File: config.mk
export PLATFORM = sky130hd
export DESIGN_NAME = mux_sel_rr_arbiter
export DESIGN_NICKNAME = d
export VERILOG_FILES = /design/src/rtl/mux_sel_pkg.sv /design/src/rtl/mux_sel_rr_arbiter_rr_pick.sv /design/src/rtl/mux_sel_rr_arbiter.sv
export SDC_FILE = /design/constraint.sdc
export NUM_CORES = 1
export LEC_CHECK = 0
export BUFFER_PORTS_ARGS = -buffer_cell sky130_fd_sc_hd__buf_2
export CELL_PAD_IN_SITES_DETAIL_PLACEMENT = 1
export CELL_PAD_IN_SITES_GLOBAL_PLACEMENT = 2
export CORE_MARGIN = 2
export CORE_UTILIZATION = 32
export DETAILED_ROUTE_END_ITERATION = 7
export PLACE_DENSITY = 0.8
export SLEW_MARGIN = 10
export SYNTH_ARGS = -nofsm -noshare
export SYNTH_HDL_FRONTEND = slang
export SYNTH_HIERARCHICAL = 1
export SYNTH_SLANG_ARGS = --single-unit
export TNS_END_PERCENT = 1
File: constraint.sdc
create_clock -name clk -period 1.6 [get_ports clk]
set_input_delay 0.24 -clock clk [delete_from_list [all_inputs] [get_ports clk]]
set_output_delay 0.24 -clock clk [all_outputs]
set_load 0.05 [all_outputs]
File: src/rtl/mux_sel_pkg.sv
// Shared constants and types for the 4-channel mux-select round-robin arbiter.
package mux_sel_pkg;

    localparam int NUM_CH = 4;
    localparam int SEL_W  = 2;

    typedef enum logic {
        IDLE,
        GRANT
    } state_t;

    typedef logic [NUM_CH-1:0] onehot_t;

endpackage

File: src/rtl/mux_sel_rr_arbiter_rr_pick.sv
// Combinational round-robin picker: first set request scanning last+1, last+2, ... modulo 4.
module rr_pick
    import mux_sel_pkg::*;
(
    input  onehot_t          req,
    input  logic [SEL_W-1:0] last,
    output logic [SEL_W-1:0] pick,
    output logic             any
);

    logic [SEL_W-1:0] idx;

    // Walk from the farthest offset down to the nearest so the nearest set bit wins.
    always_comb begin
        pick = '0;
        idx  = '0;
        for (int i = NUM_CH; i >= 1; i--) begin
            idx = last + SEL_W'(i);
            if (req[idx]) begin
                pick = idx;
            end
        end
    end

    assign any = |req;

endmodule

File: src/rtl/mux_sel_rr_arbiter.sv
// Round-robin arbiter producing a glitch-free 2-bit mux select plus one-hot grant.
// Optional MUX_SEL_LOCK_EN adds a lock input that holds the grant past its dwell time.
module mux_sel_rr_arbiter
    import mux_sel_pkg::*;
#(
    parameter int DWELL_W = 4
) (
    input  logic               clk,
    input  logic               rst_n,
    input  logic [NUM_CH-1:0]  req,
    input  logic [DWELL_W-1:0] dwell,
    input  logic               done,
`ifdef MUX_SEL_LOCK_EN
    input  logic               lock,
`endif
    output logic [SEL_W-1:0]   sel,
    output logic [NUM_CH-1:0]  grant,
    output logic               busy
);

    state_t             state_q, state_d;
    logic [SEL_W-1:0]   sel_q, sel_d;
    logic [SEL_W-1:0]   last_q, last_d;
    onehot_t            grant_q, grant_d;
    logic               busy_q, busy_d;
    logic [DWELL_W-1:0] cnt_q, cnt_d;

    logic [SEL_W-1:0]   pick;
    logic               any;
    logic               release_now;
    logic               hold_zero;

    rr_pick u_pick (
        .req  (req),
        .last (last_q),
        .pick (pick),
        .any  (any)
    );

`ifdef MUX_SEL_LOCK_EN
    assign release_now = !req[sel_q] || (!lock && ((cnt_q == '0) || done));
    assign hold_zero   = lock && (cnt_q == '0);
`else
    assign release_now = !req[sel_q] || (cnt_q == '0) || done;
    assign hold_zero   = 1'b0;
`endif

    // Every release passes through IDLE for one cycle, so sel never switches mid-grant.
    always_comb begin
        state_d = state_q;
        sel_d   = sel_q;
        last_d  = last_q;
        grant_d = grant_q;
        busy_d  = busy_q;
        cnt_d   = cnt_q;
        case (state_q)
            IDLE: begin
                cnt_d = '0;
                if (any) begin
                    state_d = GRANT;
                    sel_d   = pick;
                    last_d  = pick;
                    grant_d = onehot_t'(1) << pick;
                    busy_d  = 1'b1;
                    cnt_d   = (dwell == '0) ? '0 : dwell - DWELL_W'(1);
                end
            end
            GRANT: begin
                if (release_now) begin
                    state_d = IDLE;
                    grant_d = '0;
                    busy_d  = 1'b0;
                    cnt_d   = '0;
                end else if (!hold_zero) begin
                    cnt_d = cnt_q - DWELL_W'(1);
                end
            end
            default: begin
                state_d = IDLE;
            end
        endcase
    end

    // last resets to 3 so channel 0 is scanned first after reset.
    always_ff @(posedge clk or negedge rst_n) begin
        if (!rst_n) begin
            state_q <= IDLE;
            sel_q   <= '0;
            last_q  <= SEL_W'(NUM_CH - 1);
            grant_q <= '0;
            busy_q  <= 1'b0;
            cnt_q   <= '0;
        end else begin
            state_q <= state_d;
            sel_q   <= sel_d;
            last_q  <= last_d;
            grant_q <= grant_d;
            busy_q  <= busy_d;
            cnt_q   <= cnt_d;
        end
    end

    assign sel   = sel_q;
    assign grant = grant_q;
    assign busy  = busy_q;

endmodule

==> summary.md <==
| Metric | Value |
|---|---|
| Starting Density | 34.03% |
| Async set-reset flop share out of synthesis | 100.0% |
| Inst Count DP | 135 |
| Timing-limited maximum frequency | 651.4 MHz |
| Area of all placed cells without fillers | 1018 sq um |
| Routed WL per cell | 14.14 um |
| MaxCap Viol Count | 0 |
| TritonCTS clock tree | built |
| Layout cell share with drive strength beyond 1 | 28.18% |
| Standard-cell rows | 18 |
| Relative slew slack | 75.66% |
| Post-CTS resize count | 0 |
| Final setup viols | 0 |
| GR Util All Layers | 13.80% |
| Number of slew-limit violations in the final report | 0 |
| Type of element launching the critical path | flip-flop |
| Initial drt markers | 11 |
| Number of enable flip-flop cells after synthesis | 0 |
| Filler instances | 288 |
| Main flop type after synthesis | dfrtp_1 |
| Signal arrival time at the worst endpoint | 1.73 ns |
| Clock H-tree levels | 1 |
| Critical Path Sink Type | flip-flop |
| Largest cells by area after synthesis | dfrtp_1 (35%), nand2_1 (7.1%), dfstp_2 (6.2%), ha_1 (5.9%), o22ai_1 (5.9%) |
| Post CTS Setup Buffer Count | 0 |
| Utilization of the core after routing | 40.74% |
| Number of nets with antenna violations after routing | 0 |
| Boundary pin count | 18 |
| Via count of the routed design | 712 |
| Terminating pin of the worst hold path | cnt_q[0] |
| Finished Layout Cells | 140 |
| Flop-to-flop setup slack | 0.06 ns |
| Setup WS pre-CTS | 0.07166 ns |
| Number of sinks on the clock net | 14 |
| Cts bufs inserted | 3 |
| Number of antenna violations at the first check in global routing | 0 |
| Total Routed Length | 1.979 mm |
| Distinct cell type count after synthesis | 23 |
| Path type of the worst setup path | reg2reg |
| Die Wd | 55.57 um |
| First-pass GRT wire length | 3.367 mm |
| Transition time at the pin with the least slew margin | 0.3613 ns |
| Clock-pin transition on the worst setup and hold timing paths | 0.09 ns |
| Count of state elements after synthesis | 14 |
| Maximum number of buffers from clock root to sink | 2 |
| Mapped Avg Cell Area | 9.779 sq um |
| Worst flop-to-flop path startpoint | last_q[1] |
| Worst-case clock skew | 0.003236 ns |
| Remaining global-route overflow | 0 |
| Final period utilization | 95.95% |
| RSZ-0062 raised after global routing | yes |
| Hold path start | dwell[0] |
| Total power draw | 1.993 mW |
| Highest-delay cell along the critical path | dfstp_2 |
| Die Footprint | 3087 sq um |
| Synth Instances | 87 |
| Average via count per standard cell | 5.086 |
| R2r worst-path depth | 6 |
| Worst reg2reg endpoint | grant[1] |
| Cell area power density | 1956 nW/um^2 |
| Cells traversed along the worst timing path | nand2b_1 -> a21oi_2 -> o221ai_2 -> nor2b_1 -> mux2i_1 -> o22ai_1 |
| Result of the run | finished, final reports clean |
| Cell taking the most area after synthesis | dfrtp_1 |
| TritonRoute pass-1 iters | 3 |
| Leakage power summed over all cells | 0.5042 nW |
| Number of cells traversed by the worst hold path | 2 |
| Post-synthesis cell area | 850.8 sq um |
| Nets@finish | 126 |
| Classification of the worst-slack hold path | in2reg |
| Largest net degree at the start of global routing | 15 |
| Number of nets in the synthesized netlist | 102 |
| Root Buffer Master | clkbuf_4 |
| Maximum fanout encountered on the critical timing path | 7 |
| Core Footprint | 2500 sq um |
| Port Buffer Count | 17 |
| Standard cell area after detailed placement | 982.2 sq um |
| Share of the synthesized area in the top cell type | 35.29% |
| Number of global-route vias before repair | 765 |
| Warnings from Yosys | 6 |
| Post-DP HPWL | 1.604 mm |
| Data required time at the worst endpoint | 1.80 ns |
| Clock latency reported for the late side of the worst-skew pair | 0.27 ns |
| Largest stage delay, worst path | 0.60 ns |
| Gp weighted congestion | 0.7687 |
| Slack of the critical path | 0.06474 ns |
| Proportion of synthesized chip area in sequential cells | 41.47% |
| Drc violations | 0 |
| Minimum period implied by the final worst setup slack | 1.535 ns |
| Area delta synth->final | 19.71% |
| Count of final hold-check violations | 0 |
| Die span in y | 55.57 um |
| Count of inserted antenna diode cells | 0 |
| Worst-case vdd ir drop | 0.7616 mV |
[how the worst max path moves through the flow]
stage / start / endpoint / slack, ns / cells after the start
final: last_q[1] / grant[1] / 0.06 / 6
after global placement: cnt_q[0] / cnt_q[1] / 0.16 / 5
after global routing: last_q[1] / grant[1] / -0.03 / 6
after floorplan: sel[0] / cnt_q[0] / 0.14 / 3
after detailed placement: last_q[1] / grant[1] / 0.07 / 6
after CTS: last_q[1] / grant[1] / 0.05 / 6
[state kept, by name (all words and copies together), names as in the netlist]
signal   flops
busy         1
cnt_q        4
grant        4
last_q       2
sel          2
state_q      1
[per-layer routing]
| layer | GRT usage (%) | wire length [um] | vias to the layer above |
|---|---|---|---|
| li1 | - | - | 347 |
| met1 | 15.47 | 820 | 347 |
| met2 | 25.00 | 1043 | 12 |
| met3 | 2.342 | 59 | 6 |
| met4 | 6.620 | 55 | 0 |
| met5 | 0 | 0 | - |
[critical path: cells and delay by family, from the launching register on]
kind	cells	cell delay [ns]
compound gates	3	0.45
simple gates	2	0.32
mux	1	0.08
flops	1	0.60
[stage by stage]
stage / hold slack [ns] / setup TNS (ns)
after CTS: 0.1558 / 0
after detailed placement: 0.1636 / 0
final: 0.1677 / 0
after global placement: 0.1578 / 0
after floorplan: -0.05559 / 0
after global routing: 0.1665 / -0.02538
[area by class of cell]
class | count | area, sq um | area share, %
Timing Repair Buffer | 21 | 117.6 | 11.55
Tap cell | 30 | 37.54 | 3.685
Inverter | 5 | 18.77 | 1.843
Sequential cell | 14 | 354.1 | 34.77
Multi-Input combinational cell | 66 | 464.2 | 45.58
Clock buffer | 4 | 26.28 | 2.580
[placed cells by master (no fill, tap or decap), drive strengths merged, types with 3 or more instances in the layout]
cell type | netlist | layout
nor2b | 6 | 6
buf | 2 | 20
inv | 5 | 5
ha | 4 | 4
nand2 | 16 | 16
nor2 | 4 | 4
mux2i | 4 | 4
o22ai | 8 | 8
nand2b | 5 | 5
xnor2 | 3 | 3
clkbuf | 0 | 4
dfrtp | 12 | 12
a21oi | 5 | 5
[logic make-up after synthesis]
group / after synthesis / share of synthesized area (%)
fa+ha+maj: 4 / 5.883
buf+inv: 7 / 3.970
flops: 14 / 41.47
xor+xnor: 3 / 3.089
simple gates: 37 / 25.15
mux: 5 / 7.353
compound gates: 17 / 13.09
[cell usage after synthesis, types with 3 or more instances]
master and instances:
nor2b_1 6, o22ai_1 8, ha_1 4, mux2i_1 4, nand2_1 16, nand2b_1 5, a21oi_1 4, dfrtp_1 12
xnor2_1 3, inv_1 5, nor2_1 4
[power breakdown]
part	switching (mW)	total (mW)	internal, mW
clock	0.117	0.214	0.0965
sequential	0.135	0.673	0.538
combinational	0.713	1.11	0.393
[timing repair]
item,CTS,global route
hold endpoints to repair,12,0
setup endpoints to repair,0,1
hold buffers,1,0
No activity file was read; power rests on OpenSTA's default activity.
